[src/rtl/led_glow_ctrl.sv]
// rtl/led_glow_ctrl.sv - multi-channel LED ramp/breathe controller with sigma-delta PWM
// Optional gamma duty mapping (one extra register of led latency): define LED_GLOW_GAMMA_EN.
module led_glow_ctrl #(
  parameter int NCH = 4,
  parameter int IW  = 4,
  parameter int RW  = 16
) (
  input  logic                   clk,
  input  logic                   rst,
  input  logic                   cmd_valid,
  output logic                   cmd_ready,
  input  logic [$clog2(NCH)-1:0] cmd_ch,
  input  logic [1:0]             cmd_mode,
  input  logic [IW-1:0]          cmd_target,
  input  logic [RW-1:0]          cmd_rate,
  output logic                   cmd_err,
  output logic [NCH-1:0]         busy,
  output logic [NCH-1:0]         led
);
  localparam int CW = $clog2(NCH);

  localparam logic [1:0] OP_SET     = 2'b00;
  localparam logic [1:0] OP_RAMP    = 2'b01;
  localparam logic [1:0] OP_BREATHE = 2'b10;

  typedef enum logic [1:0] {
    M_IDLE    = 2'd0,
    M_RAMP    = 2'd1,
    M_BREATHE = 2'd2
  } mode_t;

  // one-entry command register; cmd_ready is low while it holds a command
  logic          pend;
  logic [CW-1:0] p_ch;
  logic [1:0]    p_mode;
  logic [IW-1:0] p_target;
  logic [RW-1:0] p_rate;
  logic          p_oob;

  logic [IW-1:0] level  [NCH];
  logic [IW-1:0] target [NCH];
  mode_t         mode   [NCH];
  logic [RW-1:0] rate   [NCH];
  logic [RW-1:0] rcnt   [NCH];
  logic          dir    [NCH];
  logic [IW:0]   acc    [NCH];
  logic [IW-1:0] duty   [NCH];

  logic [IW-1:0] level_nxt  [NCH];
  logic [IW-1:0] target_nxt [NCH];
  mode_t         mode_nxt   [NCH];
  logic [RW-1:0] rate_nxt   [NCH];
  logic [RW-1:0] rcnt_nxt   [NCH];
  logic          dir_nxt    [NCH];

  logic [IW-1:0] nl;
  logic          go_up;

  assign cmd_ready = ~pend;
  assign p_oob     = ({1'b0, p_ch} >= (CW+1)'(NCH));

  always_ff @(posedge clk or posedge rst) begin
    if (rst) begin
      pend     <= 1'b0;
      p_ch     <= '0;
      p_mode   <= '0;
      p_target <= '0;
      p_rate   <= '0;
      cmd_err  <= 1'b0;
    end else begin
      cmd_err <= pend & p_oob;
      if (pend) begin
        pend <= 1'b0;
      end else if (cmd_valid) begin
        pend     <= 1'b1;
        p_ch     <= cmd_ch;
        p_mode   <= cmd_mode;
        p_target <= cmd_target;
        p_rate   <= cmd_rate;
      end
    end
  end

  always_comb begin
    nl    = '0;
    go_up = 1'b0;
    busy  = '0;
    led   = '0;
    for (int i = 0; i < NCH; i++) begin
      level_nxt[i]  = level[i];
      target_nxt[i] = target[i];
      mode_nxt[i]   = mode[i];
      rate_nxt[i]   = rate[i];
      rcnt_nxt[i]   = rcnt[i];
      dir_nxt[i]    = dir[i];
      busy[i]       = (mode[i] != M_IDLE);
      led[i]        = acc[i][IW];
      // an applied command overrides any step due on the same edge
      if (pend && (p_ch == CW'(i))) begin
        rcnt_nxt[i] = '0;
        case (p_mode)
          OP_SET: begin
            level_nxt[i]  = p_target;
            target_nxt[i] = p_target;
            mode_nxt[i]   = M_IDLE;
          end
          OP_RAMP: begin
            target_nxt[i] = p_target;
            rate_nxt[i]   = p_rate;
            mode_nxt[i]   = (level[i] == p_target) ? M_IDLE : M_RAMP;
          end
          OP_BREATHE: begin
            target_nxt[i] = p_target;
            rate_nxt[i]   = p_rate;
            dir_nxt[i]    = (level[i] < p_target);
            mode_nxt[i]   = M_BREATHE;
          end
          default: begin
            level_nxt[i] = '0;
            mode_nxt[i]  = M_IDLE;
          end
        endcase
      end else if (mode[i] != M_IDLE) begin
        if (rcnt[i] == rate[i]) begin
          rcnt_nxt[i] = '0;
          if (mode[i] == M_RAMP) begin
            if (level[i] < target[i])
              nl = level[i] + 1'b1;
            else if (level[i] > target[i])
              nl = level[i] - 1'b1;
            else
              nl = level[i];
            level_nxt[i] = nl;
            if (nl == target[i])
              mode_nxt[i] = M_IDLE;
          end else begin
            // reverse at the peak going up and at zero going down
            go_up = dir[i] ? (level[i] < target[i]) : (level[i] == '0);
            if (go_up && (level[i] < target[i])) begin
              level_nxt[i] = level[i] + 1'b1;
              dir_nxt[i]   = 1'b1;
            end else if (!go_up && (level[i] != '0)) begin
              level_nxt[i] = level[i] - 1'b1;
              dir_nxt[i]   = 1'b0;
            end
          end
        end else begin
          rcnt_nxt[i] = rcnt[i] + 1'b1;
        end
      end
    end
  end

  always_ff @(posedge clk or posedge rst) begin
    if (rst) begin
      for (int i = 0; i < NCH; i++) begin
        level[i]  <= '0;
        target[i] <= '0;
        mode[i]   <= M_IDLE;
        rate[i]   <= '0;
        rcnt[i]   <= '0;
        dir[i]    <= 1'b0;
        acc[i]    <= '0;
      end
    end else begin
      for (int i = 0; i < NCH; i++) begin
        level[i]  <= level_nxt[i];
        target[i] <= target_nxt[i];
        mode[i]   <= mode_nxt[i];
        rate[i]   <= rate_nxt[i];
        rcnt[i]   <= rcnt_nxt[i];
        dir[i]    <= dir_nxt[i];
        acc[i]    <= {1'b0, acc[i][IW-1:0]} + {1'b0, duty[i]};
      end
    end
  end

`ifdef LED_GLOW_GAMMA_EN
  // (level^2 + level) >> IW keeps 0 and full scale fixed
  logic [2*IW:0] sq [NCH];

  always_comb begin
    for (int i = 0; i < NCH; i++)
      sq[i] = (2*IW+1)'(level[i]) * (2*IW+1)'(level[i]) + (2*IW+1)'(level[i]);
  end

  always_ff @(posedge clk or posedge rst) begin
    if (rst) begin
      for (int i = 0; i < NCH; i++)
        duty[i] <= '0;
    end else begin
      for (int i = 0; i < NCH; i++)
        duty[i] <= IW'(sq[i] >> IW);
    end
  end
`else
  always_comb begin
    for (int i = 0; i < NCH; i++)
      duty[i] = level[i];
  end
`endif

endmodule

[config.mk]
export PLATFORM = sky130hd
export DESIGN_NAME = led_glow_ctrl
export DESIGN_NICKNAME = d
export VERILOG_FILES = /design/src/rtl/led_glow_ctrl.sv
export SDC_FILE = /design/constraint.sdc
export NUM_CORES = 1
export LEC_CHECK = 0
export ABC_AREA = 1
export BUFFER_PORTS_ARGS = -buffer_cell sky130_fd_sc_hd__buf_4
export CAP_MARGIN = 10
export CORE_UTILIZATION = 40
export DETAILED_ROUTE_END_ITERATION = 10
export SYNTH_ARGS = -nofsm -noshare
export SYNTH_HDL_FRONTEND = slang
export SYNTH_SLANG_ARGS = --single-unit
[constraint.sdc]
create_clock -name clk -period 7.6 [get_ports clk]
set_input_delay 1.52 -clock clk [delete_from_list [all_inputs] [get_ports clk]]
set_output_delay 1.52 -clock clk [all_outputs]
set_load 0.02 [all_outputs]
After elaboration in Yosys (flattened, before gate mapping)
Cells that the tools add are included.
{"block": "op_classes", "addsub": 16, "mul": 0, "div": 0, "order_cmp": 12, "eq_ne": 33, "shifts": 0, "n_mux": 123, "bitwise_logic": 1, "reduce_logical": 77}
{"op": "16-bit 2-to-1 mux", "n": 12}
{"op": "4-bit 2-to-1 mux", "n": 48}
{"op": "16-bit by 1-bit adder with 16-bit output, second input constant", "n": 4}
{"op": "16-bit == test", "n": 4}
{"op": "2-bit 2-to-1 mux", "n": 20}
{"op": "2-bit nonzero test", "n": 20}
{"op": "1-bit 2-to-1 mux", "n": 38}
{"op": "4-bit == test", "n": 8}
{"op": "4-bit < comparator", "n": 8}
{"op": "4-bit AND reduction", "n": 8}
{"op": "4-bit nonzero test", "n": 8}
{"op": "4-bit by 4-bit adder with 5-bit output", "n": 4}
{"op": "5-bit AND reduction", "n": 4}
{"op": "2-bit AND reduction", "n": 9}
{"op": "4-bit by 1-bit adder with 4-bit output, second input constant", "n": 4}
{"op": "4-bit greater-than comparator", "n": 4}
{"op": "4-bit logical NOT", "n": 4}
{"op": "2-bit inequality test, second input constant", "n": 8}
{"op": "2-bit case mux with 2 select lines", "n": 4}
{"op": "4-bit by 1-bit subtractor with 4-bit output, second input constant", "n": 4}
{"op": "2-bit by 1-bit == test with 1-bit output, second input constant", "n": 6}
{"op": "1-bit logical AND", "n": 12}
{"op": "3-bit nonzero test", "n": 4}
{"op": "2-bit by 1-bit inequality test with 1-bit output, second input constant", "n": 4}
{"op": "7 further kinds", "n": 13}
{"block": "totals", "ff_bits": 217, "latch_bits": 0, "mem_bits_rw": 0, "rom_bits": 0, "in_bits": 27, "out_inout_bits": 10, "word_cells": 295, "n_memories": 0}

Longest topological paths before layout
{"block": "depth", "word_depth": 13, "mapped_depth": 19, "ltp_nobuf": 18}

Least setup slack after synthesis
No wires, ideal clock.
{"block": "synth_path", "path_type": "input port to flip-flop", "startpoint": "input cmd_valid", "endpoint": "register p_rate[10]", "setup_time_ps": 83, "arrival_ps": 2333, "required_time_ps": 7517, "path_slack_ps": 5184, "path_stages": 6, "path_buffers": 2, "path_cell_list": "nand2_1 -> inv_1 -> clkbuf_1 -> buf_1 -> nand2_1 -> o21ai_0"}
{"block": "synth_between", "elab_chain_cells": 1}
{"element": "start: declaration", "line_no": "10", "rtl": "input logic cmd_valid,"}
{"element": "2-bit AND reduction (no source line)"}
{"element": "end signal: assignment", "line_no": "79", "rtl": "p_rate <= cmd_rate;"}
{"element": "end: declaration", "line_no": "37", "rtl": "logic [RW-1:0] p_rate;"}
No other way between the ends.
A chain may end at the register's enable or synchronous reset.

Worst setup path in the final report
{"block": "layout_path", "startpoint": "register mode[0] (netlist name)", "endpoint": "output busy[3]"}
{"block": "layout_between", "elab_chain_cells": 1}
{"element": "start: declaration", "line_no": "42", "rtl": "mode_t mode [NCH];"}
{"element": "start signal: indexed assignment", "line_no": "169", "rtl": "mode[i] <= mode_nxt[i];"}
{"element": "2-bit nonzero test", "line_no": "96", "rtl": "busy[i] = (mode[i] != M_IDLE);"}
{"element": "end: declaration", "line_no": "17", "rtl": "output logic [NCH-1:0] busy,"}
No other way between the ends.

==> qor.yml <==
routing:
  drt_iter0_drc: 595
  wire_per_inst_um: 14.5
  vias: 10300
  first_pass_iters: 5
  vias_per_cell: 5.05
  drtAntennaViolNets: 0
  drc: 0
  routed_wl_um: 29500
global_routing:
  grt.total_usage_pct: 19.7
  grt_pass1_vias: 9995
  grt_pass1_wl_um: 50400
  grt_max_degree: 97
  globalRouteOverflowTotal: 0
  antenna_found_initial: 0
cts:
  clock_sinks: 217
  cts_root_buf: "clkbuf_16"
  hold_buffers: 0
  clk_latency_ns: 0.55
  ctsResizeCount: 0
  numCtsBuffers: 27
  clockBufferDepth: 3
  cts_setup_buffers: 0
  path_clk_slew_ns: 0.05
  cts_tree: "built"
  htree_levels: 1
setup_path:
  cp.required_ns: 6.08
  reg2reg_from: "p_ch[1]"
  regToRegEndpoint: "duty[0]"
  critPathArrivalTime_ns: 1.52
  critPathMaxFanout: 3
  endpoint_kind: "output pin"
  startpoint_type: "flip-flop"
  ff2ff_setup_slack_ns: 4.82
  r2r_cells: 7
  cp_slowest_cell: "dfrtp_1"
  max_stage_delay_ns: 0.39
  path_buf_inv: 2
  crit_family: "flip-flops"
  worstPathCellList: "nor2_1, inv_1, buf_4"
  crit_start: "mode[0]"
  worstSetupPathType: "flip-flop to output pin"
synth:
  synth_nets: 1685
  synthesis.area_um2: 12400
  synth_edf_count: 0
  synthFlopType: "dfrtp_1"
  ys_seq_elements: 217
  ys_async_sr_fraction_pct: 100
  syn_area_per_cell_um2: 7.83
  synth-seq-area-share_pct: 43.6
  ys_warn_count: 0
  syn_inst: 1589
  ys_types: 46
pwr:
  leakage_nw: 6.83
  ir_drop_v: 0.000185
  power_density_nw_per_um2: 406
  finalPower_mw: 5.67
sta:
  hold_viol: 0
  fin_crit_ns: 3.04
  drv_slew: 0
  max_freq_mhz: 329
  setup-violations-final: 0
  period_share_pct: 40.0
  relSlewSlack_pct: 44.9
  finalSetupTns_ns: 0
  tightest_slew_ns: 0.823
  finalClockSkew_ns: 0.0256
  grt_setup_unrepaired: "no"
floorplanning:
  core_region_area_um2: 30600
  fp.dieW_um: 178
  start_util_pct: 40.7
  dieArea_um2: 31800
  die_h_um: 178
  rows: 64
  ioPinCount: 37
min_path:
  hp-start: "acc[0]"
  hold_depth: 1
  hold_path_end: "acc[0]"
  hold_path.class: "flip-flop to flip-flop"
cells_and_area:
  area_delta_synth_final_pct: 12.4
  antenna_cells: 0
  nets: 1720
  layout-drive-gt1-share_pct: 6.87
  n_fill_cell: 3046
run_status:
  status: "complete, no violations"
placement:
  port_buffers: 35
  gp_congestion: 0.877
  hpwl_um: 21900
run:
  cap_violations: 0
==> worst max-delay path by stage <==
stage | endpoint | cells past startpoint | slack [ns]
5_1_grt | duty[0] | 7 | 4.39
6_report | busy[3] | 3 | 4.56
2_1_floorplan | acc[0] | 1 | 0.14
3_3_place_gp | rcnt[12] | 3 | 4.56
3_5_place_dp | rcnt[15] | 3 | 4.57
4_1_cts | busy[3] | 3 | 4.54
==> registers in the layout, summed over array words and instances, names as in the netlist <==
signal and count:
rate 64, rcnt 64, acc 16, duty 16
p_rate 16, target 16, mode 8, dir 4
led 4, p_target 4, p_ch 2, p_mode 2
pend 1
==> power breakdown <==
group | switching (mW) | total, mW | leakage (nW) | internal [mW]
combinational | 1.51 | 2.47 | 3.60 | 0.956
clock | 0.513 | 1.28 | 0.442 | 0.766
sequential | 0.376 | 1.92 | 2.80 | 1.55
total | 2.40 | 5.67 | 6.83 | 3.27
==> worst register-to-register path: cells and delay by family (launching register included) <==
family,cells,cell delay [ns]
AND/OR/NAND/NOR,3,1.22
buffers and inverters,1,0.48
AO/OA/AOI/OAI,3,0.41
flip-flops,1,0.51
==> through the flow <==
| stage | hold slack (ns) | util [%] | setup WS (ns) | std cells | cell area (um2) |
|---|---|---|---|---|---|
| 5_1_grt | 0.486 | 45.7 | 4.39 | 2041 | 14000 |
| 3_3_place_gp | 0.463 | 42.8 | 4.56 | 1991 | 13100 |
| 3_5_place_dp | 0.465 | 42.8 | 4.57 | 1991 | 13100 |
| 6_report | 0.479 | 45.7 | 4.56 | 2041 | 14000 |
| 4_1_cts | 0.482 | 45.7 | 4.54 | 2041 | 14000 |
| 2_1_floorplan | 0.453 | - | 0.144 | 1589 | 12400 |
==> metal layers <==
layer / GRT usage (%) / up-vias / share of wire [%]
met5: 0 / - / 0
met4: 4.45 / 0 / 1.6
met3: 2.90 / 39 / 4.8
met2: 31.8 / 194 / 45
met1: 27.7 / 4806 / 48
li1: - / 5268 / -
==> cells by family (layout without fill, tap and decap cells) <==
kind of cell / after synthesis / count (layout) / share of synthesized area [%]
compound gates: 267 / 267 / 11.5
xor+xnor: 74 / 74 / 5.21
fa+ha+maj: 69 / 69 / 7.18
buf+inv: 244 / 300 / 7.58
flops: 217 / 217 / 43.6
other cells: 1 / 1 / 0.0301
simple gates: 717 / 717 / 24.8
==> final cells by class <==
cell class,instances,area [um2],share of cell area (%)
sequential,217,5430,38.8
timing repair buffer,39,293,2.09
multi-input combinational,1128,6070,43.4
clock buffer,36,749,5.36
tap,396,495,3.54
clock inverter,14,148,1.06
inverter,211,800,5.72
==> layout by cell type (no fill, tap or decap), types with 5 or more instances in the layout <==
cell	Yosys	routed
a21oi_1	61	61
xnor2_1	31	31
xor2_1	43	43
o221ai_1	8	8
nor2_1	134	134
o21ai_0	166	166
o21a_1	6	6
clkbuf_16	0	27
clkinv_2	0	7
clkbuf_1	22	5
nand2_1	385	385
nor3_1	30	30
nor2_2	6	6
dfrtp_1	217	217
nand3_1	97	97
inv_2	8	8
buf_4	6	39
o22ai_1	5	5
nor4_1	6	6
inv_1	201	200
nand4_1	34	34
nand3b_1	6	6
ha_1	65	65
==> Yosys cell counts, types with 4 or more instances <==
library cell  instances  area share (%)
nor3_1               30             1.2
clkbuf_1             22            0.66
o221ai_1              8            0.56
o21a_1                6            0.36
o21ai_1               4            0.16
nand2_1             385              12
xor2_1               43             3.0
buf_4                 6            0.36
nand3b_1              6            0.36
inv_1               201             6.1
nor2_2                6            0.30
dfrtp_1             217              44
a21oi_1              61             2.5
xnor2_1              31             2.2
buf_2                 4            0.16
nor2_1              134             4.0
nor4_1                6            0.30
nand3_1              97             3.9
fa_1                  4            0.64
nand4_1              34             1.7
o21ai_0             166             6.7
nor3b_1               4            0.24
ha_1                 65             6.5
inv_2                 8            0.24
o22ai_1               5            0.25
(Power assumes the default switching activity.)
